`config.mk`:
```
export PLATFORM = sky130hd
export DESIGN_NAME = instr_fetch_flat
export DESIGN_NICKNAME = d
export VERILOG_FILES = /design/src/rtl/instr_fetch_pkg.sv /design/src/rtl/instr_fetch_if.sv /design/src/rtl/instr_fetch_fifo.sv /design/src/rtl/instr_fetch.sv /design/src/flat_wrapper.sv
export SDC_FILE = /design/constraint.sdc
export NUM_CORES = 1
export LEC_CHECK = 0
export BUFFER_PORTS_ARGS = -buffer_cell sky130_fd_sc_hd__buf_2
export CAP_MARGIN = 10
export CORE_ASPECT_RATIO = 0.7
export CORE_MARGIN = 1.5
export CORE_UTILIZATION = 40
export CTS_CLUSTER_DIAMETER = 100
export CTS_CLUSTER_SIZE = 12
export DETAILED_ROUTE_END_ITERATION = 8
export PLACE_DENSITY_LB_ADDON = 0.3
export SLEW_MARGIN = 30
export SYNTH_ARGS = -nofsm -noshare
export SYNTH_HDL_FRONTEND = slang
export SYNTH_HIERARCHICAL = 1
export SYNTH_SLANG_ARGS = --single-unit
```
`constraint.sdc`:
```
create_clock -name clk -period 4.5 [get_ports clk]
set_clock_uncertainty 0.05 [all_clocks]
set_input_delay 0.45 -clock clk [delete_from_list [all_inputs] [get_ports clk]]
set_output_delay 0.45 -clock clk [all_outputs]
set_load 0.01 [all_outputs]
```
`src/rtl/instr_fetch_pkg.sv`:
```
// Shared types and constants for the instruction fetch unit.
package instr_fetch_pkg;

   typedef enum logic [1:0] {
      ST_FETCH,
      ST_WAIT_RSP,
      ST_DROP,
      ST_HALT
   } fetch_state_e;

   localparam logic [31:0] NOP_INSTR  = 32'h0000_0013;
   localparam int          FIFO_DEPTH = 2;

   typedef struct packed {
      logic [31:0] word;
      logic [31:0] pc;
   } fetch_entry_t;

endpackage

```
`src/rtl/instr_fetch_if.sv`:
```
// Instruction memory request/response bus between fetch (master) and memory (slave).
interface instr_fetch_if;
   logic        imem_req;
   logic [31:0] imem_addr;
   logic        imem_gnt;
   logic        imem_rvalid;
   logic [31:0] imem_rdata;

   modport master (output imem_req, imem_addr, input imem_gnt, imem_rvalid, imem_rdata);
   modport slave  (input imem_req, imem_addr, output imem_gnt, imem_rvalid, imem_rdata);
endinterface

```
`src/rtl/instr_fetch_fifo.sv`:
```
// Small {word, pc} buffer between the memory response and decode.
module fetch_fifo
   import instr_fetch_pkg::*;
(
   input  logic         clk,
   input  logic         rst_n,
   input  logic         flush,
   input  logic         push,
   input  logic         pop,
   input  fetch_entry_t push_data,
   output logic         full,
   output logic         empty,
   output fetch_entry_t head
);
   localparam int PW = (FIFO_DEPTH > 1) ? $clog2(FIFO_DEPTH) : 1;
   localparam int CW = $clog2(FIFO_DEPTH + 1);

   fetch_entry_t  mem_q [FIFO_DEPTH];
   fetch_entry_t  mem_d [FIFO_DEPTH];
   logic [PW-1:0] rd_ptr_q, rd_ptr_d, wr_ptr_q, wr_ptr_d;
   logic [CW-1:0] count_q, count_d;
   logic          push_en, pop_en;

   function automatic logic [PW-1:0] ptr_inc(input logic [PW-1:0] p);
      return (p == PW'(FIFO_DEPTH - 1)) ? '0 : p + 1'b1;
   endfunction

   assign empty = (count_q == '0);
   assign full  = (count_q == CW'(FIFO_DEPTH));
   assign head  = mem_q[rd_ptr_q];

   // A push into a full buffer is accepted when the head leaves in the same cycle.
   assign push_en = push & (~full | pop);
   assign pop_en  = pop & ~empty;

   always_comb begin
      mem_d    = mem_q;
      rd_ptr_d = rd_ptr_q;
      wr_ptr_d = wr_ptr_q;
      count_d  = count_q;
      if (flush) begin
         rd_ptr_d = '0;
         wr_ptr_d = '0;
         count_d  = '0;
      end else begin
         if (push_en) begin
            mem_d[wr_ptr_q] = push_data;
            wr_ptr_d        = ptr_inc(wr_ptr_q);
         end
         if (pop_en) rd_ptr_d = ptr_inc(rd_ptr_q);
         count_d = count_q + CW'(push_en) - CW'(pop_en);
      end
   end

   always_ff @(posedge clk or negedge rst_n) begin
      if (!rst_n) begin
         for (int i = 0; i < FIFO_DEPTH; i++) mem_q[i] <= '0;
         rd_ptr_q <= '0;
         wr_ptr_q <= '0;
         count_q  <= '0;
      end else begin
         mem_q    <= mem_d;
         rd_ptr_q <= rd_ptr_d;
         wr_ptr_q <= wr_ptr_d;
         count_q  <= count_d;
      end
   end
endmodule

```
`src/rtl/instr_fetch.sv`:
```
// Instruction fetch: one outstanding memory request, 2-entry buffer, redirect handling.
// IFETCH_MISALIGN_CHK_EN adds the misalign output and the HALT state.
//
// state    | meaning
// ST_FETCH | may issue a request (held stable until granted)
// ST_WAIT  | one request granted, awaiting rvalid
// ST_DROP  | granted request is stale, its response is discarded
// ST_HALT  | misaligned redirect seen, fetching stopped until reset
module instr_fetch
   import instr_fetch_pkg::*;
#(
   parameter logic [31:0] RESET_PC = 32'h0000_0000
) (
   input  logic                 clk,
   input  logic                 rst_n,
   instr_fetch_if.master        imem,
   input  logic                 redirect,
   input  logic [31:0]          redirect_pc,
   input  logic                 dec_ready,
   output logic                 instr_valid,
   output logic [31:0]          Instr,
   output logic [31:0]          instr_pc
`ifdef IFETCH_MISALIGN_CHK_EN
   ,
   output logic                 misalign
`endif
);
   fetch_state_e state_q, state_d;
   logic [31:0]  fetch_pc_q, fetch_pc_d, hold_addr_q, hold_addr_d, gnt_pc_q, gnt_pc_d;
   logic         req_hold_q, req_hold_d, stale_q, stale_d, run_q;
   logic         fifo_push, fifo_pop, fifo_flush, fifo_full, fifo_empty;
   fetch_entry_t fifo_head, push_data;
   logic [31:0]  redir_target;
   logic         redir_bad;

`ifdef IFETCH_MISALIGN_CHK_EN
   logic misalign_q, misalign_d;
   assign redir_target = redirect_pc;
   assign redir_bad    = redirect & (redirect_pc[1:0] != 2'b00);
   assign misalign_d   = misalign_q | redir_bad;
   assign misalign     = misalign_q;

   always_ff @(posedge clk or negedge rst_n) begin
      if (!rst_n) misalign_q <= 1'b0;
      else        misalign_q <= misalign_d;
   end
`else
   assign redir_target = redirect_pc & 32'hFFFF_FFFC;
   assign redir_bad    = 1'b0;
`endif

   fetch_fifo u_fifo (
      .clk       (clk),
      .rst_n     (rst_n),
      .flush     (fifo_flush),
      .push      (fifo_push),
      .pop       (fifo_pop),
      .push_data (push_data),
      .full      (fifo_full),
      .empty     (fifo_empty),
      .head      (fifo_head)
   );

   assign instr_valid = ~fifo_empty;
   assign Instr       = fifo_empty ? NOP_INSTR : fifo_head.word;
   assign instr_pc    = fifo_empty ? 32'h0 : fifo_head.pc;

   always_comb begin
      state_d        = state_q;
      fetch_pc_d     = fetch_pc_q;
      hold_addr_d    = hold_addr_q;
      gnt_pc_d       = gnt_pc_q;
      req_hold_d     = 1'b0;
      stale_d        = 1'b0;
      fifo_push      = 1'b0;
      fifo_flush     = redirect;
      fifo_pop       = instr_valid & dec_ready & ~redirect;
      push_data      = '{word: imem.imem_rdata, pc: gnt_pc_q};
      imem.imem_req  = 1'b0;
      imem.imem_addr = req_hold_q ? hold_addr_q : fetch_pc_q;

      case (state_q)
         ST_FETCH: begin
            imem.imem_req = run_q & (req_hold_q | ~fifo_full);
            if (imem.imem_req && imem.imem_gnt) begin
               gnt_pc_d = imem.imem_addr;
               if (redirect || stale_q) begin
                  state_d = ST_DROP;
               end else begin
                  state_d    = ST_WAIT_RSP;
                  fetch_pc_d = imem.imem_addr + 32'd4;
               end
            end else if (imem.imem_req) begin
               // A redirect cannot retract an ungranted request; remember it is stale.
               req_hold_d  = 1'b1;
               hold_addr_d = imem.imem_addr;
               stale_d     = stale_q | redirect;
            end
            if (redirect) fetch_pc_d = redir_target;
         end
         ST_WAIT_RSP: begin
            if (redirect) begin
               fetch_pc_d = redir_target;
               state_d    = imem.imem_rvalid ? ST_FETCH : ST_DROP;
            end else if (imem.imem_rvalid) begin
               fifo_push = 1'b1;
               state_d   = ST_FETCH;
            end
         end
         ST_DROP: begin
            if (redirect)         fetch_pc_d = redir_target;
            if (imem.imem_rvalid) state_d    = ST_FETCH;
         end
         default: begin
         end
      endcase

      if (redir_bad) begin
         state_d    = ST_HALT;
         req_hold_d = 1'b0;
         stale_d    = 1'b0;
      end
   end

   always_ff @(posedge clk or negedge rst_n) begin
      if (!rst_n) begin
         state_q     <= ST_FETCH;
         fetch_pc_q  <= RESET_PC;
         hold_addr_q <= RESET_PC;
         gnt_pc_q    <= 32'h0;
         req_hold_q  <= 1'b0;
         stale_q     <= 1'b0;
         run_q       <= 1'b0;
      end else begin
         state_q     <= state_d;
         fetch_pc_q  <= fetch_pc_d;
         hold_addr_q <= hold_addr_d;
         gnt_pc_q    <= gnt_pc_d;
         req_hold_q  <= req_hold_d;
         stale_q     <= stale_d;
         run_q       <= 1'b1;
      end
   end
endmodule
```
`src/flat_wrapper.sv`:
```
// flat-port wrapper written by rule: the top's interface ports become plain ports
module instr_fetch_flat import instr_fetch_pkg::*;
#(
   parameter logic [31:0] RESET_PC = 32'h0000_0000
)
  (clk, rst_n, redirect, redirect_pc, dec_ready, instr_valid, Instr, instr_pc, imem_imem_req, imem_imem_addr, imem_imem_gnt, imem_imem_rvalid, imem_imem_rdata);
  instr_fetch_if imem_i ();
  input  logic clk;
  input  logic rst_n;
  input  logic redirect;
  input  logic [31:0] redirect_pc;
  input  logic dec_ready;
  output logic instr_valid;
  output logic [31:0] Instr;
  output logic [31:0] instr_pc;
  output wire logic [$bits(imem_i.imem_req)-1:0] imem_imem_req;
  output wire logic [$bits(imem_i.imem_addr)-1:0] imem_imem_addr;
  input wire logic [$bits(imem_i.imem_gnt)-1:0] imem_imem_gnt;
  input wire logic [$bits(imem_i.imem_rvalid)-1:0] imem_imem_rvalid;
  input wire logic [$bits(imem_i.imem_rdata)-1:0] imem_imem_rdata;
  assign imem_imem_req = imem_i.imem_req;
  assign imem_imem_addr = imem_i.imem_addr;
  assign imem_i.imem_gnt = imem_imem_gnt;
  assign imem_i.imem_rvalid = imem_imem_rvalid;
  assign imem_i.imem_rdata = imem_imem_rdata;
  instr_fetch #(.RESET_PC(RESET_PC)) u_core (.clk(clk), .rst_n(rst_n), .imem(imem_i), .redirect(redirect), .redirect_pc(redirect_pc), .dec_ready(dec_ready), .instr_valid(instr_valid), .Instr(Instr), .instr_pc(instr_pc));
endmodule
```
Word-level counts from Yosys, hierarchy flattened
Cells that the tools add are included.

storage, ports and cells
  logic and storage cells = 95
  bits in latches = 0
  ROM bits = 0
  output and inout bits = 98
  input port bits = 70
  bits in writable memories = 0
  memories = 0
  bits in registers = 233

operators by class
  equality and inequality tests = 7
  add/sub/neg operators = 5
  $mul = 0
  multiplexer cells = 37
  reductions and logical operators = 15
  bitwise gates (word level) = 14
  order comparisons = 3
  divide/modulo/power cells = 0
  shift-type cells = 0

operators with widths
  operator                                                  count
  two-way mux 64 bit                                        4
  two-way mux 32 bit                                        7
  bitwise mux 128 bit                                       1
  demux 64 bit (select 1 bit)                               1
  one-hot mux 32 bit (2 select lines)                       1
  adder 32 x 3 -> 32 bit, second input constant             1
  two-way mux 1 bit                                         16
  two-way mux 2 bit                                         6
  one-hot mux 2 bit (3 select lines)                        1
  AND reduction 2 bit                                       3
  nonzero test 2 bit                                        3
  bitwise AND 1 bit                                         5
  equality test 2 bit, second input constant                2
  greater-or-equal comparator 2 bit, second input constant  2
  zero test 2 bit                                           2
  inequality test 2 x 1 -> 1 bit, second input constant     2
  inverter 1 bit                                            4
  inverter 1 -> 2 bit                                       2
  AND reduction 4 bit                                       1
  inequality test 3 x 2 -> 1 bit, second input constant     1
  inequality test 3 bit, second input constant              1
  bitwise OR 1 bit                                          3
  AND reduction 3 bit                                       1
  nonzero test 3 bit                                        1
  8 further kinds                                           10

Depth between registers and ports, before layout
  depth after elaboration = 9
  depth in mapped cells = 12
  mapped depth without buffers = 11

By module
The synthesis kept the hierarchy.

modules (own cells, without submodules)
  module       times used  area each (um2)  seq. area each (um2)  cells each
  fetch_fifo   1           5982.0           3303.2                366
  instr_fetch  1           5683.0           2527.4                642

Worst setup path after synthesis
No wires, ideal clock.

  path type = register to register
  start point = register u_core.u_fifo.count_q[0]
  end point = register u_core.u_fifo.count_q[1]
  arrival = 2.292 ns
  stages on the path, launching flop included = 13
  buffers on the path = 1
  setup time = 0.118 ns
  period minus slack after synthesis = 2.460 ns
  setup slack = 2.040 ns
  data required time = 4.332 ns
  path through = dfrtp_1 > nor2_1 > clkbuf_1 > inv_1 > and3_1 > or3b_4 > nand2_1 > ha_1 > inv_1 > ha_1 > xor2_1 > and2_1 > nor3_1

between the ends
  longest elaborated chain between the ends = 9
  elaborated cells on any way between the ends = 12
  those cells by class = 2 x add/sub; 1 x eq/ne; 1 x mux; 7 x bitwise; 1 x reduce/logical

RTL lines
  item                                RTL line                RTL
  start: declaration                  instr_fetch_fifo.sv:21  logic [CW-1:0] count_q, count_d;
  start signal: assignment            instr_fetch_fifo.sv:65  count_q <= count_d;
  zero test 2 bit (*)                 instr_fetch_fifo.sv:28  assign empty = (count_q == '0);
  named net u_core.fifo_empty         instr_fetch.sv:31       logic fifo_push, fifo_pop, fifo_flush, fifo_full, fifo_empty;
  inverter 1 bit (*)                  instr_fetch.sv:64       assign instr_valid = ~fifo_empty;
  named net instr_valid               flat_wrapper.sv:13      output logic instr_valid;
  bitwise AND 1 bit (*) (2 in a row)  instr_fetch.sv:77       fifo_pop = instr_valid & dec_ready & ~redirect;
  named net u_core.fifo_pop           instr_fetch.sv:31
  bitwise OR 1 bit                    instr_fetch_fifo.sv:33  assign push_en = push & (~full | pop);
  bitwise AND 1 bit                   instr_fetch_fifo.sv:33
  adder 2 x 1 -> 2 bit                instr_fetch_fifo.sv:51  count_d = count_q + CW'(push_en) - CW'(pop_en);
  subtractor 2 x 1 -> 2 bit (*)       instr_fetch_fifo.sv:51
  two-way mux 2 bit (*)               instr_fetch_fifo.sv:41  if (flush) begin
  named net u_core.u_fifo.count_d[1]  instr_fetch_fifo.sv:21

Mark *: on every way through the listed nets, which the timed path passes. The rest lies on a longest branch.
A chain may end at the register's enable or synchronous reset.

Worst setup path after layout
  start point = register u_core.req_hold_q
  end point = output port imem_imem_addr[22]

between the ends
  longest elaborated chain between the ends = 1

RTL lines
  item                      RTL line            RTL
  start: declaration        instr_fetch.sv:30   logic req_hold_q, req_hold_d, stale_q, stale_d, run_q;
  start signal: assignment  instr_fetch.sv:139  req_hold_q <= req_hold_d;
  two-way mux 32 bit        instr_fetch.sv:80   imem.imem_addr = req_hold_q ? hold_addr_q : fetch_pc_q;
  end: declaration          flat_wrapper.sv:17  output wire logic [$bits(imem_i.imem_addr)-1:0] imem_imem_addr;

No other way between the ends.

==> flow_summary.ini <==
[layout]
area_delta_synth_final_pct = 15.34
final-instance-count-excl-fill = 1532
final_common_cell = dfrtp_1
final_util = 0.4678
nFillCells = 2713
diodes = 0
num-nets-final = 1229
design_area_um2 = 13450
drive_gt1_frac = 0.3622
layout_common_cells = dfrtp_1 (231), buf_2 (164), mux2_2 (128)

[floorplanning]
coreArea_um2 = 28760
die_w_um = 207.1
io_pins = 168
rows = 52
die_area_um2 = 30210
start_util = 0.4056
die_height_um = 145.9

[routing]
vias = 7988
wl_mm = 28.31
ant_nets = 0
dr.pass1.iters = 5
wl_per_cell_um = 18.48
vias_per_cell = 5.214
dr.first_iter.drc_count = 471
drc = 0

[place]
numPortBuffers = 165
dp_hpwl_mm = 18.93
dp.cells = 1503
gp_congestion = 0.8121
postPlaceCellArea_um2 = 12800

[power_and_ir_drop]
p_per_area_nw_per_um2 = 555.6
intPower_uw = 4776
p_sw_frac = 0.3610
irDropWorstVdd_v = 0.0002280
pwr-share-comb = 0.338
power_leakage_uw = 0.006391
power_switching_uw = 2699
p_clk_frac = 0.231
seqPwrFrac = 0.431

[setup_path]
worst-path-max-fanout = 44
critPathKind = reg2out
reg2reg_from = u_core/req_hold_q$_DFF_PN0_
startpoint_type = register
end_kind = primary output
rrSetupSlack_ps = 1240
worstPathRequired_ps = 4000
arrival_ps = 2840
reg2reg_depth = 9
worstReg2RegEnd = u_core/fetch_pc_q[28]$_DFFE_PN0P_

[grt]
gr-total-overflow = 0
antenna_found_initial = 1
grt_first_pass_wirelength_mm = 45.73
track_usage = 0.1878
grt_max_degree = 115
first_global_vias = 7951

[timing]
hold_viol_final = 0
tns_ps = 0
whs_ps = 109.9
min_period_over_period = 0.7422
worst_pin_slew_ps = 910.8
fin_crit_ps = 3340
slew_violations = 0
fmax_mhz = 299.4
setup-violations-final = 0
rsz0062_at_grt = no
slew_headroom = 0.3913

[synth]
synth_cell_types = 56
async_flop_share = 1.000
synth_warnings = 6
syn_avg_cell_area_um2 = 11.57
synth.area.top_cells = dfrtp_1 (50%), mux2_2 (12%), mux2_4 (7.7%), o21ai_0 (3.8%), nor2b_1 (3.6%)
synth_edf_count = 0
netlist_instances = 1008
syn_area_um2 = 11660
yosysTopAreaCellShare = 0.4998
seq_area_frac_synth = 0.4998
synthFlopType = dfrtp_1
syn_nets = 1085
yosysTopAreaCell = dfrtp_1
ys_ff_latch = 233

[clocking]
htreeDepth = 1
root_buffer = clkbuf_16
cts_tree = done
clk_pin_slew_ps = 60
clock_latency_ps = 540
cts_buffers = 23
post_cts_resized = 0
cts_sinks = 233
cts_buffer_depth = 3

[min_path]
hold_path_depth = 2
hp-start = imem_imem_rdata[31]
hold_class = in2reg
hold_path_end = u_core/u_fifo/mem_q[63]$_DFFE_PN0P_

[flow_run]
max-cap-violations = 0

[status]
status = finished, final reports clean
==> how the worst max path moves through the flow <==
stage	endpoint	startpoint	cells after the start	slack, ps
final	imem_imem_addr[22]	u_core/req_hold_q$_DFF_PN0_	4	1160
after global placement	u_core/u_fifo/mem_q[122]$_DFFE_PN0P_	redirect	7	1350
after floorplan	u_core/u_fifo/count_q[1]$_DFF_PN0_	u_core/u_fifo/count_q[0]$_DFF_PN0_	12	2040
after global routing	u_core/fetch_pc_q[28]$_DFFE_PN0P_	u_core/req_hold_q$_DFF_PN0_	9	980
after detailed placement	u_core/fetch_pc_q[28]$_DFFE_PN0P_	u_core/req_hold_q$_DFF_PN0_	9	1300
after CTS	imem_imem_addr[22]	u_core/req_hold_q$_DFF_PN0_	4	1120
==> area by class of cell <==
| type | instances | area (µm²) | area share |
|---|---|---|---|
| flip-flops and latches | 233 | 5833 | 0.4336 |
| multi-input cells | 672 | 5379 | 0.3998 |
| repair buffers | 181 | 1003 | 0.07458 |
| clock buffers | 25 | 583.1 | 0.04334 |
| well taps | 378 | 473.0 | 0.03515 |
| inverters | 41 | 153.9 | 0.01144 |
| clock inverters | 2 | 28.78 | 0.002139 |
==> kinds of logic after synthesis <==
kind of cell,share of synthesized area
fa+ha+maj,0.007508
other cells,0.0003215
simple gates,0.1133
compound gates,0.08763
buf+inv,0.04269
flops,0.4998
mux,0.2285
xor+xnor,0.02027
==> flip-flops by register name, indices dropped and copies added, names as in the netlist <==
signal and flops:
u_core/u_fifo/wr_ptr_q 1, u_core/stale_q 1, u_core/gnt_pc_q 32, u_core/req_hold_q 1, u_core/run_q 1, u_core/u_fifo/rd_ptr_q 1
u_core/u_fifo/count_q 2, u_core/fetch_pc_q 32, u_core/state_q 2, u_core/hold_addr_q 32, u_core/u_fifo/mem_q 128
==> synth_stat cells, types with 2 or more instances <==
cell type  instances
xnor2_1           26
o31ai_1            3
inv_1             41
nor3_1             6
o21a_1             2
mux2i_2            2
nor2_1            25
a2111oi_4          2
nand2_1           96
mux2i_1           25
nand3_1           18
a21oi_1           31
a32o_1             3
nand3_2            2
buf_2              8
o21ai_0           88
nand3b_1           5
buf_6             11
mux2_2           128
dfrtp_1          233
nand2b_1           2
clkbuf_1          37
buf_4              5
mux2_4            60
and3_1             5
or3_1              2
a31oi_1            5
nor2b_1           68
or2_2              4
a32oi_1           17
o21ai_1            5
mux2_1             4
ha_1               7
nor4_4             2
nand4_1            6
nand4b_1           2
a22oi_1            3
==> power groups by stage <==
| stage | combinational [µW] | sequential, µW | clock [µW] |
|---|---|---|---|
| 2_1_floorplan | 1830 | 3080 | 0 |
| 6_report | 2530 | 3220 | 1730 |
| 3_5_place_dp | 2530 | 3250 | 0 |
| 4_1_cts | 2550 | 3210 | 1790 |
| 3_3_place_gp | 2490 | 3220 | 0 |
| 5_1_grt | 2830 | 3310 | 1870 |
==> layer usage <==
| metal | wire length, µm | track usage |
|---|---|---|
| met1 | 14750 | 0.3010 |
| met2 | 11700 | 0.2617 |
| met5 | 0 | 0 |
| met4 | 482 | 0.03696 |
| met3 | 1382 | 0.03280 |
==> timing repair <==
| item | in CTS | in global routing |
|---|---|---|
| setup endpoints to repair | 0 | 0 |
| setup buffers | 0 | 0 |
| hold buffers | 1 | 0 |
| endpoints found under the hold margin | 44 | 0 |
==> worst max-delay path: stages (launching register included) <==
cell	delay (ps)
dfrtp_2	760
buf_4	560
mux2i_1	700
inv_1	90
buf_2	160
==> stage by stage <==
step                worst slack, ps  total power, µW
floorplan                      2040             4910
global placement               1345             5704
detailed placement             1296             5779
CTS                            1124             7554
global route                  981.6             8011
finish                         1160             7475
Power figures use the tool's default switching activity.
